$ cat src/rtl/lane_packer_pkg.sv
// Shared definitions for the lane packer.
//   emit_state_e : output beat state (idle / accumulating a partial beat / emitting)
//   safe_clog2   : width helper that never returns 0, so 1-deep or 1-lane cases still get a 1-bit field
//   popcount     : number of set bits in a lane-valid vector (up to 32 lanes)
package lane_packer_pkg;

    typedef enum logic [1:0] {
        ST_IDLE  = 2'd0,
        ST_ACCUM = 2'd1,
        ST_EMIT  = 2'd2
    } emit_state_e;

    function automatic int safe_clog2(input int value);
        return (value < 2) ? 1 : $clog2(value);
    endfunction

    function automatic int popcount(input logic [31:0] bits);
        int cnt;
        cnt = 0;
        for (int i = 0; i < 32; i++) begin
            cnt = cnt + int'(bits[i]);
        end
        return cnt;
    endfunction

endpackage

$ cat src/rtl/lane_packer_compact.sv
// Combinational lane compaction.
// Moves every valid input word down to the lowest free slot, preserving lane order
// (a running prefix count over s_valid gives each valid lane its slot), and reports
// how many words were valid. Slots at and above c_cnt are driven to zero.
//   s_valid : per-lane valid
//   s_data  : input words, lane 0 oldest
//   c_data  : compacted words, slot 0 oldest
//   c_cnt   : popcount of s_valid
module lane_packer_compact
    import lane_packer_pkg::*;
#(
    parameter int LANE_IN = 4,
    parameter int WIDTH   = 16,
    parameter int CNT_W   = safe_clog2(LANE_IN + 1)
) (
    input  logic [LANE_IN-1:0] s_valid,
    input  logic [WIDTH-1:0]   s_data [LANE_IN],
    output logic [WIDTH-1:0]   c_data [LANE_IN],
    output logic [CNT_W-1:0]   c_cnt
);

    localparam int IDX_W = safe_clog2(LANE_IN);

    always_comb begin
        logic [IDX_W-1:0] slot;
        slot = '0;
        for (int i = 0; i < LANE_IN; i++) begin
            c_data[i] = '0;
        end
        for (int i = 0; i < LANE_IN; i++) begin
            if (s_valid[i]) begin
                c_data[slot] = s_data[i];
                // Wraps only after the last lane has been placed, so it is never reused.
                slot = slot + 1'b1;
            end
        end
        c_cnt = CNT_W'(popcount(32'(s_valid)));
    end

endmodule

$ cat src/rtl/lane_packer.sv
// Sparse-lane packer: compacts up to LANE_IN valid words per cycle, buffers them in
// lane order and emits up to LANE_OUT words per beat under valid/ready.
// Whole input beats are dropped (and counted) when the buffer lacks room; the first
// word accepted after a drop is tagged so the consumer sees m_overflow on its beat.
// A partial beat (fewer than LANE_OUT words) is emitted after FLUSH_TIMEOUT idle cycles.
//   clk, rst   : clock, asynchronous active-high reset
//   s_valid    : per-lane input valid (no backpressure)
//   s_data     : input words, lane 0 oldest
//   m_ready    : consumer accepts the current beat
//   m_valid    : beat present
//   m_data     : beat words, lane 0 oldest (unkept lanes read as zero)
//   m_keep     : kept lanes, contiguous from lane 0
//   m_overflow : beat carries the first word accepted after one or more drops
//   fill_level : words currently buffered
//   drop_count : dropped input beats, saturating
module lane_packer
    import lane_packer_pkg::*;
#(
    parameter int LANE_IN       = 4,
    parameter int LANE_OUT      = 2,
    parameter int WIDTH         = 16,
    parameter int DEPTH         = 64,
    parameter int FLUSH_TIMEOUT = 8
) (
    input  logic                    clk,
    input  logic                    rst,
    input  logic [LANE_IN-1:0]      s_valid,
    input  logic [WIDTH-1:0]        s_data [LANE_IN],
    input  logic                    m_ready,
    output logic                    m_valid,
    output logic [WIDTH-1:0]        m_data [LANE_OUT],
    output logic [LANE_OUT-1:0]     m_keep,
    output logic                    m_overflow,
    output logic [$clog2(DEPTH):0]  fill_level,
    output logic [31:0]             drop_count
);

    localparam int PTR_W  = $clog2(DEPTH);
    localparam int FILL_W = $clog2(DEPTH) + 1;
    localparam int CNT_W  = safe_clog2(LANE_IN + 1);
    localparam int OUT_W  = safe_clog2(LANE_OUT + 1);
    localparam int TMR_W  = safe_clog2(FLUSH_TIMEOUT + 1);

    typedef struct packed {
        logic             ovf;
        logic [WIDTH-1:0] data;
    } entry_t;

    // Compaction (combinational), registered below as S1
    logic [WIDTH-1:0] c_data [LANE_IN];
    logic [CNT_W-1:0] c_cnt;

    lane_packer_compact #(
        .LANE_IN (LANE_IN),
        .WIDTH   (WIDTH),
        .CNT_W   (CNT_W)
    ) u_compact (
        .s_valid (s_valid),
        .s_data  (s_data),
        .c_data  (c_data),
        .c_cnt   (c_cnt)
    );

    logic [WIDTH-1:0]  s1_data_d [LANE_IN];
    logic [WIDTH-1:0]  s1_data_q [LANE_IN];
    logic [CNT_W-1:0]  s1_cnt_d,  s1_cnt_q;
    logic [PTR_W-1:0]  wr_ptr_d,  wr_ptr_q;
    logic [PTR_W-1:0]  rd_ptr_d,  rd_ptr_q;
    logic [FILL_W-1:0] fill_d,    fill_q;
    logic [TMR_W-1:0]  timer_d,   timer_q;
    logic [31:0]       drop_count_d, drop_count_q;
    logic              pending_ovf_d, pending_ovf_q;
    logic              hold_d,    hold_q;
    logic [OUT_W-1:0]  n_hold_d,  n_hold_q;

    entry_t mem_q [DEPTH];

    logic [FILL_W-1:0] free_words;
    logic              wr_en;
    logic              drop;
    logic [CNT_W-1:0]  n_wr;
    logic [OUT_W-1:0]  live_n;
    logic [OUT_W-1:0]  n_out;
    logic [OUT_W-1:0]  n_pop;
    logic              threshold;
    logic              pop;
    emit_state_e       state;

    always_comb begin
        for (int i = 0; i < LANE_IN; i++) begin
            s1_data_d[i] = c_data[i];
        end
        s1_cnt_d = c_cnt;

        // Admission looks only at the registered level; a pop in this cycle is not credited.
        free_words = FILL_W'(DEPTH) - fill_q;
        wr_en      = (s1_cnt_q != '0) && (FILL_W'(s1_cnt_q) <= free_words);
        drop       = (s1_cnt_q != '0) && !wr_en;
        n_wr       = wr_en ? s1_cnt_q : '0;

        live_n    = (fill_q >= FILL_W'(LANE_OUT)) ? OUT_W'(LANE_OUT) : OUT_W'(fill_q);
        threshold = (fill_q != '0) &&
                    ((fill_q >= FILL_W'(LANE_OUT)) ||
                     (timer_q == TMR_W'(FLUSH_TIMEOUT)) ||
                     (FLUSH_TIMEOUT == 0));

        // A presented beat stays valid and keeps its size until popped, even if
        // later writes would otherwise enlarge a partial beat.
        m_valid = hold_q || threshold;
        n_out   = hold_q ? n_hold_q : live_n;
        pop     = m_valid && m_ready;
        n_pop   = pop ? n_out : '0;

        if (fill_q == '0) begin
            state = ST_IDLE;
        end else if (m_valid) begin
            state = ST_EMIT;
        end else begin
            state = ST_ACCUM;
        end

        fill_d   = fill_q + FILL_W'(n_wr) - FILL_W'(n_pop);
        wr_ptr_d = wr_ptr_q + PTR_W'(n_wr);
        rd_ptr_d = rd_ptr_q + PTR_W'(n_pop);

        if ((n_wr != '0) || pop || (state == ST_IDLE)) begin
            timer_d = '0;
        end else if (state == ST_ACCUM) begin
            timer_d = timer_q + 1'b1;
        end else begin
            timer_d = timer_q;
        end

        hold_d   = m_valid && !m_ready;
        n_hold_d = n_out;

        if (drop) begin
            pending_ovf_d = 1'b1;
        end else if (wr_en) begin
            pending_ovf_d = 1'b0;
        end else begin
            pending_ovf_d = pending_ovf_q;
        end

        if (drop && (drop_count_q != '1)) begin
            drop_count_d = drop_count_q + 32'd1;
        end else begin
            drop_count_d = drop_count_q;
        end
    end

    // Output beat, read straight from the buffer at rd_ptr
    always_comb begin
        logic [PTR_W-1:0] rd_idx;
        m_overflow = 1'b0;
        for (int i = 0; i < LANE_OUT; i++) begin
            rd_idx     = rd_ptr_q + PTR_W'(i);
            m_keep[i]  = m_valid && (OUT_W'(i) < n_out);
            m_data[i]  = m_keep[i] ? mem_q[rd_idx].data : '0;
            m_overflow = m_overflow | (m_keep[i] & mem_q[rd_idx].ovf);
        end
    end

    assign fill_level = fill_q;
    assign drop_count = drop_count_q;

    // Control state: S1 word count, S2 pointers/level, timer, drop bookkeeping
    always_ff @(posedge clk or posedge rst) begin
        if (rst) begin
            s1_cnt_q      <= '0;
            wr_ptr_q      <= '0;
            rd_ptr_q      <= '0;
            fill_q        <= '0;
            timer_q       <= '0;
            drop_count_q  <= '0;
            pending_ovf_q <= 1'b0;
            hold_q        <= 1'b0;
            n_hold_q      <= '0;
        end else begin
            s1_cnt_q      <= s1_cnt_d;
            wr_ptr_q      <= wr_ptr_d;
            rd_ptr_q      <= rd_ptr_d;
            fill_q        <= fill_d;
            timer_q       <= timer_d;
            drop_count_q  <= drop_count_d;
            pending_ovf_q <= pending_ovf_d;
            hold_q        <= hold_d;
            n_hold_q      <= n_hold_d;
        end
    end

    // Data path: S1 compacted words, S2 buffer write (no reset on data)
    always_ff @(posedge clk) begin
        s1_data_q <= s1_data_d;
        for (int k = 0; k < LANE_IN; k++) begin
            if (wr_en && (CNT_W'(k) < s1_cnt_q)) begin
                // Only word 0 of the first beat accepted after a drop carries the flag.
                mem_q[wr_ptr_q + PTR_W'(k)] <= '{ovf: pending_ovf_q && (k == 0),
                                                 data: s1_data_q[k]};
            end
        end
    end

endmodule

$ cat config.mk
export PLATFORM = sky130hd
export DESIGN_NAME = lane_packer
export DESIGN_NICKNAME = d
export VERILOG_FILES = /design/src/rtl/lane_packer_pkg.sv /design/src/rtl/lane_packer_compact.sv /design/src/rtl/lane_packer.sv
export SDC_FILE = /design/constraint.sdc
export NUM_CORES = 2
export LEC_CHECK = 0
export CORE_MARGIN = 2
export CORE_UTILIZATION = 27
export CTS_CLUSTER_SIZE = 40
export DETAILED_ROUTE_END_ITERATION = 8
export DONT_BUFFER_PORTS = 1
export PLACE_DENSITY = 0.51
export SYNTH_ARGS = -nofsm -noshare
export SYNTH_HDL_FRONTEND = slang
export SYNTH_SLANG_ARGS = --single-unit
$ cat constraint.sdc
create_clock -name clk -period 6.2 [get_ports clk]
set_clock_uncertainty 0.2 [all_clocks]
set_input_delay 1.24 -clock clk [delete_from_list [all_inputs] [get_ports clk]]
set_output_delay 1.24 -clock clk [all_outputs]
set_load 0.01 [all_outputs]
==> reports/results.tsv <==
stage	metric	value	unit
clock_network	Clock Path Buffers	4	
route	DR pass1 iterations	9	
sta	setup violators final	2	
power	Lkg Pwr	32.3	nW
clock_network	Clock transition at path regs	0.06	ns
clock_network	CTS tree	done	
clock_network	CTS Buf Count	166	
synth	cell area after synthesis	84600	µm²
sta	Least-Margin Pin Slew	1.72	ns
synth	number of flops mapped to enable cells by yosys	1024	
synth	top post-synthesis cells by count	nand2_1, edfxtp_1, nor2_1	
die	Die Ht	564	µm
die	Core Region	312000	µm²
sta	final worst slack	-0.0849	ns
clock_network	hold bufs inserted after CTS	0	
grt	gr usage total	50.3	%
synth	Seq/Total Area, Yosys	41.2	%
synth	synth unique cells	95	
layout	Fillers	31638	
route	antenna-violating nets left	0	
power	Max VDD drop	0.501	mV
placed_design	DP Wirelength	615	mm
route	routed wire length per instance	65.6	µm
layout	Layout Nets	8359	
route	Vias/cell	7.72	
critical_path	family with the most delay on the worst path	multiplexers	
synth	number of synthesized register bits	1214	
synth	most common cell in the netlist	nand2_1	
clock_network	H-tree levels	4	
min_path	worst min path class	primary input to flip-flop	
sta	worst hold margin	0.201	ns
placed_design	Inst Count DP	12216	
sta	Slew Viols, Final	85	
sta	achievable frequency	159	MHz
grt	GRT overflow	0	
power	Pwr Density	637	nW/µm²
grt	initial antenna violation count	114	
grt	largest net degree at the start of global routing	110	
outcome	status	complete, but fails checks	
critical_path	CP max stage cell	mux4_2	
die	Die ar.	318000	µm²
layout	final non-filler cell total	12610	
placed_design	Port Buf Inserts	0	
synth	Synth area leader	edfxtp_1	
critical_path	CP Launch Type	flip-flop	
synth	async set-reset flop share out of synthesis	5.11	%
sta	final hold vios	0	
die	I/O Pins	146	
synth	synthesized net count	8222	
clock_network	worst-skew pair later-pin latency	0.94	ns
clock_network	CTS Root Cell	clkbuf_16	
route	drt total wl	827	mm
route	vias	97347	
layout	share of cells above drive strength 1	26.4	%
placed_design	GPL Wtd Cong	1.13	
outcome	failing checks	DRC, capacitance limit, slew limit, setup timing	
critical_path	CP Cell Sequence	ha_4 > buf_12 > buf_12 > mux4_2 > mux4_2 > mux2i_4 > o22ai_1 > buf_4 > buf_4	
critical_path	CP Class	flip-flop to output port	
synth	Avg Inst Size Synth	10.4	µm²
clock_network	clk sinks	1214	
sta	crit share post-route	101	%
die	initial core utilization	27.1	%
critical_path	CP Capture Type	output port	
critical_path	crit path buf inv count	4	
critical_path	worst-path fanout max	41	
sta	Final min period	6.28	ns
synth	Most used DFF post-synth	edfxtp_1	
route	First DRT Iteration DRCs	22256	
critical_path	CP arrival	4.84	ns
die	die width	564	µm
synth	total of warnings raised by yosys	0	
synth	Synth area leaders	edfxtp_1, mux4_2, nand2_1, nor2_1, o22ai_1	
sta	Rel. slew slack	-14.7	%
critical_path	Critical Path RT	4.76	ns
grt	vias in the first global route	85580	
layout	Synth-to-Final Area Change	19.6	%
die	row cnt	205	
placed_design	worst slack, placed	0.282	ns
sta	unrepaired setup endpoints after global routing	no	
grt	global-route wire length before repair	1020	mm
synth	Mapped Cells	8113	
synth	Yosys top cell area share	36.4	%
flow_run	# Max-Cap Violations	11	
route	Remaining DRCs	9	
critical_path	CP peak stage delay	0.69	ns
[per-stage QoR]
| stage | cell area [µm²] | setup TNS, ns | util [%] | power (mW) |
|---|---|---|---|---|
| 3_3_place_gp | 95000 | 0 | 30.5 | 49.8 |
| 3_5_place_dp | 95000 | 0 | 30.5 | 49.7 |
| 6_report | 101000 | -0.138 | 32.4 | 64.4 |
| 2_1_floorplan | 84600 | 0 | - | 26.7 |
| 5_1_grt | 101000 | 0 | 32.4 | 62.4 |
| 4_1_cts | 101000 | 0 | 32.3 | 60.4 |
[state kept, by name, indices dropped and copies added (netlist names)]
register       count
n_hold_q           2
drop_count        32
wr_ptr_q           6
hold_q             1
fill_level         7
mem_q           1088
timer_q            4
rd_ptr_q           6
s1_data_q         64
pending_ovf_q      1
s1_cnt_q           3
[where the power goes]
group / switching [mW] / internal (mW)
logic: 31.5 / 10.8
registers: 1.22 / 10.3
clock network: 4.54 / 6.01
total: 37.3 / 27.1
[logic make-up (layout without fill, tap and decap cells)]
kind of cell,after synthesis,after routing,share of synthesized area (%)
mux,731,731,18.6
fa+ha+maj,38,38,0.607
compound gates,2741,2741,22.8
buf+inv,1033,1306,4.91
xor+xnor,61,61,0.632
flops,1214,1214,41.2
simple gates,2295,2295,11.2
other cells,0,84,0
[repair_timing]
| item | 4_1_cts | 5_1_grt |
|---|---|---|
| endpoints found under the setup margin | 10 | 4 |
| setup buffers | 1 | 0 |
| cloned | 0 | 0 |
| pin swaps | 0 | 0 |
| resized for setup | 24 | 7 |
[area by class of cell]
cell class | count | area, µm² | share of cell area (%)
Multi-Input combinational cell | 5866 | 46900 | 46.4
Inverter | 49 | 184 | 0.182
Clock buffer | 206 | 4490 | 4.44
Sequential cell | 1214 | 34900 | 34.5
Tap cell | 4140 | 5180 | 5.12
Timing Repair Buffer | 953 | 8130 | 8.04
Clock inverter | 98 | 1120 | 1.11
Antenna cell | 84 | 210 | 0.208
[cells in the final DEF (no fill, tap or decap), drive strengths merged, types with 43 or more instances in the layout]
master | netlist | final
a221o | 147 | 147
nor2 | 726 | 726
dfxtp | 128 | 128
diode | 0 | 84
clkinv | 0 | 58
dfrtp | 62 | 62
mux2i | 51 | 51
a2bb2oi | 64 | 64
o22a | 46 | 46
edfxtp | 1024 | 1024
a21oi | 458 | 458
o21ai | 415 | 415
o211ai | 82 | 82
buf | 298 | 952
o221ai | 237 | 237
inv | 49 | 57
clkbuf | 686 | 207
nor3 | 56 | 56
mux4 | 673 | 673
nand3 | 185 | 185
nand2 | 1165 | 1165
a31oi | 104 | 104
o22ai | 422 | 422
a22oi | 235 | 235
a21boi | 66 | 66
a32oi | 225 | 225
and2 | 43 | 43
[per-layer routing]
metal	GRT usage (%)	up-vias	part of all wire, %
li1	-	32837	-
met1	59.5	50172	36
met2	63.8	11377	36
met3	34.5	2879	19
met4	34.1	82	8.8
met5	1.80	-	0.16
[worst paths after layout]
check                               from              to  slack (ns)  depth (start not counted)
setup / recovery             rd_ptr_q[0]       m_data[2]       -0.08                          9
hold / removal                s_data[15]   s1_data_q[15]        0.20                          2
setup reg to reg             wr_ptr_q[0]    mem_q[40][9]        0.41                          9
hold reg to reg            mem_q[12][16]   mem_q[12][16]        0.30                          2
max in group asynchronous            rst     rd_ptr_q[1]        4.89                          2
min in group asynchronous            rst  drop_count[14]        0.25                          2
No activity file was read; power rests on OpenSTA's default activity.
